--- src/rtl/mult_arb_pkg.sv ---
// Shared types and constants for the two-requester shift-add multiplier arbiter.
// No logic; latency n/a; backpressure n/a.
// Holds the FSM encoding, default operand width and requester count.
package mult_arb_pkg;

    localparam int DEF_WIDTH = 4;
    localparam int NUM_REQ   = 2;

    typedef enum logic [1:0] {
        ST_IDLE = 2'd0,
        ST_BUSY = 2'd1,
        ST_DONE = 2'd2
    } arb_state_t;

endpackage

--- src/rtl/mult_engine.sv ---
// Unsigned shift-add multiplier datapath, one partial-product step per cycle.
// Latency: WIDTH cycles after start; done is high during the final step cycle.
// Backpressure: none; a start while running restarts the operation.
module mult_engine
    import mult_arb_pkg::*;
#(
    parameter int WIDTH = DEF_WIDTH
) (
    input  logic               clk,
    input  logic               reset,
    input  logic               start,
    input  logic [WIDTH-1:0]   a,
    input  logic [WIDTH-1:0]   b,
    output logic               done,
    output logic [2*WIDTH-1:0] result
);

    localparam int CW = $clog2(WIDTH + 1);

    logic [2*WIDTH-1:0] acc;
    logic [2*WIDTH-1:0] mcand;
    logic [WIDTH-1:0]   mplier;
    logic [CW-1:0]      cnt;

    always_ff @(posedge clk or negedge reset) begin
        if (!reset) begin
            acc    <= '0;
            mcand  <= '0;
            mplier <= '0;
            cnt    <= '0;
        end else if (start) begin
            acc    <= '0;
            mcand  <= {{WIDTH{1'b0}}, a};
            mplier <= b;
            cnt    <= CW'(WIDTH);
        end else if (cnt != '0) begin
            if (mplier[0]) begin
                acc <= acc + mcand;
            end
            mcand  <= mcand << 1;
            mplier <= mplier >> 1;
            cnt    <= cnt - CW'(1);
        end
    end

    // The edge that takes cnt from 1 to 0 applies the last partial product.
    assign done   = (cnt == CW'(1));
    assign result = acc;

endmodule

--- src/rtl/mult_arbiter.sv ---
// Round-robin arbiter granting two requesters access to one shift-add multiplier.
// Latency: rsp_valid WIDTH+1 edges after accept (1 edge for zero operands with MULT_ARB_ZERO_SKIP_EN).
// Backpressure: req_ready is low outside IDLE; one operation in flight at a time.
module mult_arbiter
    import mult_arb_pkg::*;
#(
    parameter int WIDTH = DEF_WIDTH
) (
    input  logic                 clk,
    input  logic                 reset,
    input  logic [NUM_REQ-1:0]   req_valid,
    output logic [NUM_REQ-1:0]   req_ready,
    input  logic [WIDTH-1:0]     a0,
    input  logic [WIDTH-1:0]     b0,
    input  logic [WIDTH-1:0]     a1,
    input  logic [WIDTH-1:0]     b1,
    output logic [NUM_REQ-1:0]   rsp_valid,
    output logic [2*WIDTH-1:0]   product,
    output logic                 busy
);

    arb_state_t         state;
    arb_state_t         state_nxt;
    logic               ptr;
    logic               gnt_q;
    logic               gidx;
    logic [NUM_REQ-1:0] gnt_oh;
    logic               accept;
    logic [WIDTH-1:0]   sel_a;
    logic [WIDTH-1:0]   sel_b;
    logic               skip;
    logic               skip_q;
    logic               eng_done;
    logic [2*WIDTH-1:0] eng_result;

    // Pointer only matters on contention; otherwise the lone requester wins.
    always_comb begin
        gidx   = (req_valid == 2'b11) ? ptr : req_valid[1];
        gnt_oh = (req_valid == '0) ? 2'b00 : (gidx ? 2'b10 : 2'b01);
    end

    assign accept = |(req_valid & req_ready);
    assign sel_a  = gidx ? a1 : a0;
    assign sel_b  = gidx ? b1 : b0;

`ifdef MULT_ARB_ZERO_SKIP_EN
    assign skip = (sel_a == '0) || (sel_b == '0);
`else
    assign skip = 1'b0;
`endif

    always_ff @(posedge clk or negedge reset) begin
        if (!reset) begin
            state <= ST_IDLE;
        end else begin
            state <= state_nxt;
        end
    end

    always_comb begin
        state_nxt = state;
        case (state)
            ST_IDLE: if (accept)   state_nxt = skip ? ST_DONE : ST_BUSY;
            ST_BUSY: if (eng_done) state_nxt = ST_DONE;
            ST_DONE:               state_nxt = ST_IDLE;
            default:               state_nxt = ST_IDLE;
        endcase
    end

    always_comb begin
        req_ready = (state == ST_IDLE) ? gnt_oh : '0;
        busy      = (state != ST_IDLE);
    end

    always_ff @(posedge clk or negedge reset) begin
        if (!reset) begin
            gnt_q     <= 1'b0;
            skip_q    <= 1'b0;
            ptr       <= 1'b0;
            product   <= '0;
            rsp_valid <= '0;
        end else begin
            rsp_valid <= '0;
            if (accept) begin
                gnt_q  <= gidx;
                skip_q <= skip;
            end
            if (state == ST_DONE) begin
                rsp_valid[gnt_q] <= 1'b1;
                product          <= skip_q ? '0 : eng_result;
                ptr              <= ~gnt_q;
            end
        end
    end

    mult_engine #(.WIDTH(WIDTH)) u_engine (
        .clk    (clk),
        .reset  (reset),
        .start  (accept && !skip),
        .a      (sel_a),
        .b      (sel_b),
        .done   (eng_done),
        .result (eng_result)
    );

endmodule

--- config.mk ---
export PLATFORM = sky130hd
export DESIGN_NAME = mult_arbiter
export DESIGN_NICKNAME = d
export VERILOG_FILES = /design/src/rtl/mult_arb_pkg.sv /design/src/rtl/mult_engine.sv /design/src/rtl/mult_arbiter.sv
export SDC_FILE = /design/constraint.sdc
export NUM_CORES = 1
export LEC_CHECK = 0
export ABC_AREA = 1
export BUFFER_PORTS_ARGS = -buffer_cell sky130_fd_sc_hd__clkbuf_2
export CORE_MARGIN = 2
export CORE_UTILIZATION = 60
export CTS_BUF_LIST = sky130_fd_sc_hd__clkbuf_16
export CTS_CLUSTER_DIAMETER = 80
export DETAILED_ROUTE_END_ITERATION = 10
export PLACE_DENSITY = 0.91
export SYNTH_ARGS = -nofsm -noshare
export SYNTH_HDL_FRONTEND = slang
export SYNTH_HIERARCHICAL = 1
export SYNTH_SLANG_ARGS = --single-unit
--- constraint.sdc ---
create_clock -name clk -period 3.4 [get_ports clk]
set_input_delay 0.68 -clock clk [delete_from_list [all_inputs] [get_ports clk]]
set_output_delay 0.68 -clock clk [all_outputs]
set_load 0.01 [all_outputs]
==> impl_metrics.tcl, run 1 <==
set metrics [dict create \
    status "finished, final reports clean" \
    regToRegSetupSlack_ns 1.18 \
    cts.sinks 37 \
    timing.rr.start "state[1]$_DFFE_PN0P_" \
    io_pins 33 \
    crit_required_ns 3.56 \
    syn_avg_cell_area_um2 8.23 \
    num_rows 21 \
    nets 313 \
    layout_commonest_cell "nand2_1" \
    synth_area_um2 2060 \
    die_h_um 62.6 \
    worst_pin_slew_ns 0.887 \
    cp-endpoint "u_engine/result[0]$_DFFE_PN0P_" \
    async_flop_share_pct 100 \
    cts_tree "done" \
    drtIter0Drc 153 \
    slew_headroom_pct 40.9 \
    synth_flop_cell "dfrtp_1" \
    dieArea_um2 3920 \
    hold_buffers 0 \
    p_clk_share_pct 25.2 \
    yosysTopAreaCellShare_pct 45.0 \
    cts.clk_slew.worst_paths_ns 0.06 \
    p_seq_share_pct 35.3 \
    via_count 1759 \
    slew_violations 0 \
    grt_setup_unrepaired "false" \
    ant_nets 0 \
    avgRoutedWirePerCell_um 13.1 \
    clockBufferDepth 2 \
    cellPowerDensity_nw_per_um2 853 \
    fin_setup_tns_ns 0 \
    p_int_w 0.00122 \
    dp_cells 321 \
    drive_above_1_share_pct 19.4 \
    syn2layout_area_growth_pct 15.7 \
    clock_latency_ns 0.28 \
    swShare_pct 40.1 \
    end_kind "flip-flop" \
    routabilityCongestion 0.802 \
    routed_wl_mm 4.31 \
    cap_violations 0 \
    fin_util_pct 72.0 \
    cts_buffers 5 \
    clock.fmax_mhz 451 \
    routed_via_density 5.35 \
    period_share_pct 65.2 \
    setup_viol 0 \
    grt_pass1_wl_mm 7.36 \
    power_frac_comb_pct 39.5 \
    r2r_end "u_engine/result[0]$_DFFE_PN0P_" \
    first_pass_iters 4 \
    p_leak_nw 1.38 \
    cp.arrival_ns 2.38 \
    remaining_drc_errors 0 \
    post_cts_resized 0 \
    hold_viol 0 \
    ys_ff_latch 37 \
    yosys.area.top_type "dfrtp_1" \
    antenna_found_initial 0 \
    power_w 0.00203 \
    dpl.hpwl_mm 3.13 \
    cts-root-buf "clkbuf_16" \
    ys_warn_count 6 \
    final_cell_mix "nand2_1 (82), dfrtp_1 (37), nand3_1 (35), clkbuf_2 (32), inv_1 (31)" \
    hold_path_class "flip-flop to flip-flop" \
    grt_max_degree 38 \
    fp.dieW_um 62.6 \
    worst_setup_path_start_kind "flip-flop" \
    syn_nets 281 \
    worstSetupStartpoint "state[1]$_DFFE_PN0P_" \
    synthCells 250 \
    portBuffers 32 \
    grt_overflow 0 \
    finalCriticalPeriod_ns 2.22 \
    core_area_um2 3310 \
    antenna_cells 0 \
    fin_skew_ns 0.00321 \
    grt_pass1_vias 1721 \
    vdd_ir_drop_max_mv 0.424 \
    htree_levels 2 \
    initial_utilization_pct 62.2 \
    yosysSeqAreaShare_pct 45.0 \
    grt.total_usage_pct 24.0 \
    power.switching_w 0.000815 \
    postCtsSetupRepairBufs 0 \
    yosys-top-cells-area "dfrtp_1 (45%), nand2_1 (15%), nand3_1 (8.5%)" \
    critPathMaxFanout 16 \
    synth_edf_count 0 \
    netlist-cell-type-count 28 \
    worstSetupPathType "flip-flop to flip-flop" \
    r2r_cells 7 \
    fin_cells 329 \
]
-- kinds of logic (layout without fill, tap and decap cells) --
family,Yosys count,count (layout),synth area share (%)
AOI/OAI and AO/OA,25,25,8.21
xor gates and xnor gates,4,4,1.70
adders and majority gates,11,11,7.05
buffers and inverters,41,74,9.24
DFF,37,37,45.0
and+or+nand+nor,132,132,28.8
-- power by group through the flow --
stage	Sequential [W]	Clock, W	Combinational (W)
2_1_floorplan	0.000693	0	0.000625
3_3_place_gp	0.000711	0	0.000740
3_5_place_dp	0.000722	0	0.000782
4_1_cts	0.000716	0.000523	0.000799
5_1_grt	0.000737	0.000547	0.000898
6_report	0.000716	0.000512	0.000803
-- per-stage QoR --
stage / hold WS [ns] / instance area (um^2) / worst slack, ns
after floorplan: 0.384 / 2060 / 1.60
after global placement: 0.452 / 2220 / 1.09
after detailed placement: 0.461 / 2220 / 0.981
after CTS: 0.475 / 2380 / 1.21
after global routing: 0.494 / 2380 / 1.02
final: 0.470 / 2380 / 1.18
-- cell type report --
| cell class | instances | area (um^2) |
|---|---|---|
| Inverter | 34 | 130 |
| Tap cell | 46 | 57.6 |
| Sequential cell | 37 | 926 |
| Fill cell | 259 | 928 |
| Timing Repair Buffer | 32 | 160 |
| Multi-Input combinational cell | 172 | 942 |
| Clock buffer | 5 | 125 |
| Clock inverter | 3 | 41.3 |
-- Yosys cell counts, types with 2 or more instances --
cell and count:
inv_1 31, a21oi_1 6, o21ai_0 7, inv_2 2, nor2_2 2, a22o_1 3, o31ai_1 3, dfrtp_1 37
o21ai_2 4, buf_6 3, ha_1 10, xnor2_1 3, nor2_1 6, buf_4 3, nand2_1 82, nand3_1 35
nand2_4 2
-- how the worst min path moves through the flow --
stage | slack, ns | from | endpoint | cells after the start
2_1_floorplan | 0.38 | reset | gnt_q$_DFFE_PN0P_ | 0
3_3_place_gp | 0.45 | product[3]$_DFFE_PN0N_ | product[3]$_DFFE_PN0N_ | 2
3_5_place_dp | 0.46 | product[5]$_DFFE_PN0N_ | product[5]$_DFFE_PN0N_ | 2
4_1_cts | 0.47 | product[5]$_DFFE_PN0N_ | product[5]$_DFFE_PN0N_ | 2
5_1_grt | 0.49 | product[3]$_DFFE_PN0N_ | product[3]$_DFFE_PN0N_ | 2
6_report | 0.47 | product[1]$_DFFE_PN0N_ | product[1]$_DFFE_PN0N_ | 2
-- sequential cells by signal (all words and copies together) (netlist names) --
name,cells
u_engine/mplier,4
gnt_q,1
u_engine/mcand,8
u_engine/cnt,3
product,8
u_engine/result,8
ptr,1
state,2
rsp_valid,2
-- metal layers --
layer  vias up  part of all wire (%)  global-route usage, %
met2        59                    54                   43.7
li1        861                     -                      -
met3         4                   5.0                   5.41
met1       835                    40                   28.0
met4         0                  0.74                   7.50
met5         -                     0                      0
-- critical path, stage by stage, from the launching register on --
cell and delay (ns):
dfrtp_1 0.54, nor2_2 0.23, nand2_1 0.14, inv_1 0.44, inv_2 0.18, nand3_1 0.21
inv_1 0.13, a22o_1 0.22
No activity file was read; power rests on OpenSTA's default activity.
==> run 2: changes to the inputs <==
CORE_UTILIZATION = 56   (was 60)
PLACE_DENSITY = 0.86   (was 0.91)
clock period = 2.3 ns   (was 3.4 ns; I/O delays follow)
==> run 2 against run 1 <==
Sequential cell count stayed put. Count of clock-buffer cells in the layout stayed put. Hold slack worse by 0.18 ns. Global-route usage is 2.2 points lower. Combinational power is 43% higher. First-iteration DRC count is 24% lower. Die area is 6.7% higher. Via count is 4.2% lower. Critical path depth is 3 lower. Critical endpoint is now req_ready[0]. Largest power group unchanged.
==> impl_metrics.tcl, run 2 (synthesized netlist as in run 1, its figures left out) <==
set metrics [dict create \
    status "finished, final reports clean" \
    period_share_pct 80.1 \
    antenna_found_initial 0 \
    cp.arrival_ns 1.38 \
    cp-endpoint "req_ready[0]" \
    drtIter0Drc 116 \
    syn2layout_area_growth_pct 14.9 \
    via_count 1686 \
    end_kind "output port" \
    clockBufferDepth 2 \
    core_area_um2 3610 \
    worst_pin_slew_ns 0.872 \
    slowest_stage "dfrtp_1" \
    ant_nets 0 \
    grt_max_degree 38 \
    io_pins 33 \
    portBuffers 32 \
    clock.fmax_mhz 543 \
    cts_buffers 5 \
    slew_headroom_pct 41.9 \
    cts.sinks 37 \
    timing.rr.start "u_engine/result[0]$_DFFE_PN0P_" \
    hold_path_class "input pin to asynchronous set/reset pin" \
    grt_setup_unrepaired "false" \
    vdd_ir_drop_max_mv 0.523 \
    cap_violations 0 \
    cts_tree "done" \
    m1WireLength_mm 1.68 \
    cts.clk_slew.worst_paths_ns 0.05 \
    antenna_cells 0 \
    avgRoutedWirePerCell_um 11.4 \
    fillCellCount 298 \
    worst_setup_path_start_kind "flip-flop" \
    r2r_end "u_engine/result[6]$_DFFE_PN0P_" \
    nets 314 \
    final_cell_mix "nand2_1 (82), dfrtp_1 (37), nand3_1 (35), inv_1 (32), clkbuf_2 (32)" \
    die_h_um 64.6 \
    grt.total_usage_pct 21.8 \
    num_rows 22 \
    remaining_drc_errors 0 \
    htree_levels 2 \
    regToRegSetupSlack_ns 0.61 \
    hold_viol 0 \
    fin_skew_ns 0.00272 \
    dpl.hpwl_mm 2.88 \
    r2r_cells 8 \
    initial_utilization_pct 57.1 \
    routed.top_layer "met4" \
    met2_length_mm 1.91 \
    hold_buffers 0 \
    clock_latency_ns 0.27 \
    routabilityCongestion 0.839 \
    grt_overflow 0 \
    grt_pass1_vias 1681 \
    fp.dieW_um 64.6 \
    first_pass_iters 4 \
    worstSetupStartpoint "state[1]$_DFFE_PN0P_" \
    met3_length_um 150 \
    dieArea_um2 4180 \
    cts-root-buf "clkbuf_16" \
    grt_pass1_wl_mm 7.02 \
    routed_via_density 5.08 \
    final_cell_area_um2 2360 \
    post_cts_resized 0 \
    slew_violations 0 \
    p_leak_nw 1.38 \
    finalCriticalPeriod_ns 1.84 \
    cellPowerDensity_nw_per_um2 1200 \
    routed_wl_mm 3.77 \
    layout_commonest_cell "nand2_1" \
    drive_above_1_share_pct 19.7 \
    place_area_um2 2230 \
    crit_required_ns 1.84 \
    cp_cell_sequence "nor2_2, nand2_1, nor2_1, clkbuf_2" \
    postCtsSetupRepairBufs 0 \
    critPathMaxFanout 12 \
    worstSetupPathType "flip-flop to output port" \
    setup_viol 0 \
    critical_path.max_stage_delay_ns 0.53 \
    fin_setup_tns_ns 0 \
]
==> run 2: cell count changes in the layout (fill, tap and decap cells not counted) <==
cell,previous run,this run
inv_1,31,32
buf_4,0,1
clkinv_1,1,0
clkinv_2,0,2
bufinv_16,1,0
clkinvlp_4,1,0
==> run 2: final cells by class <==
cell class,instances,area (um^2),area share [%]
sequential,37,926,39.2
clock inverter,3,13.8,0.582
timing repair buffer,33,168,7.09
inverter,34,130,5.50
multi-input combinational,172,942,39.8
tap,48,60.1,2.54
clock buffer,5,125,5.29
==> run 2: worst max-delay path, delay by kind of cell, from the launching register on <==
| kind | cells | cell delay, ns |
|---|---|---|
| buf+inv | 1 | 0.13 |
| flops | 1 | 0.53 |
| simple gates | 3 | 0.45 |
==> run 2: worst min-delay path by stage <==
stage	to	slack [ns]	cells past startpoint
after CTS	rsp_valid[0]$_DFF_PN0_	0.33	1
after floorplan	gnt_q$_DFFE_PN0P_	0.16	0
after global routing	gnt_q$_DFFE_PN0P_	0.39	1
after detailed placement	product[6]$_DFFE_PN0N_	0.46	2
final	ptr$_DFFE_PN0N_	0.29	1
after global placement	product[4]$_DFFE_PN0N_	0.45	2
==> run 2: through the flow <==
step / util (%) / hold WS (ns) / total power, W / cells / worst slack [ns]
3_3_place_gp: 61.7 / 0.453 / 0.00216 / 324 / 0.674
4_1_cts: 65.6 / 0.330 / 0.00286 / 332 / 0.437
3_5_place_dp: 61.7 / 0.458 / 0.00221 / 324 / 0.625
2_1_floorplan: - / 0.164 / 0.00195 / 250 / 0.808
6_report: 65.6 / 0.295 / 0.00283 / 332 / 0.458
5_1_grt: 65.6 / 0.391 / 0.00309 / 332 / 0.369
==> run 2: power breakdown <==
part / switching (W) / internal [W] / leakage (nW)
Clock: 0.000233 / 0.000392 / 0.0748
Combinational: 0.000724 / 0.000429 / 0.820
Sequential: 0.000181 / 0.000873 / 0.488
==> run 2: routing by layer <==
layer | global-route usage, % | vias to the layer above
met5 | 0 | -
met4 | 6.38 | 0
met3 | 5.73 | 6
met2 | 39.6 | 36
met1 | 25.2 | 782
li1 | - | 862
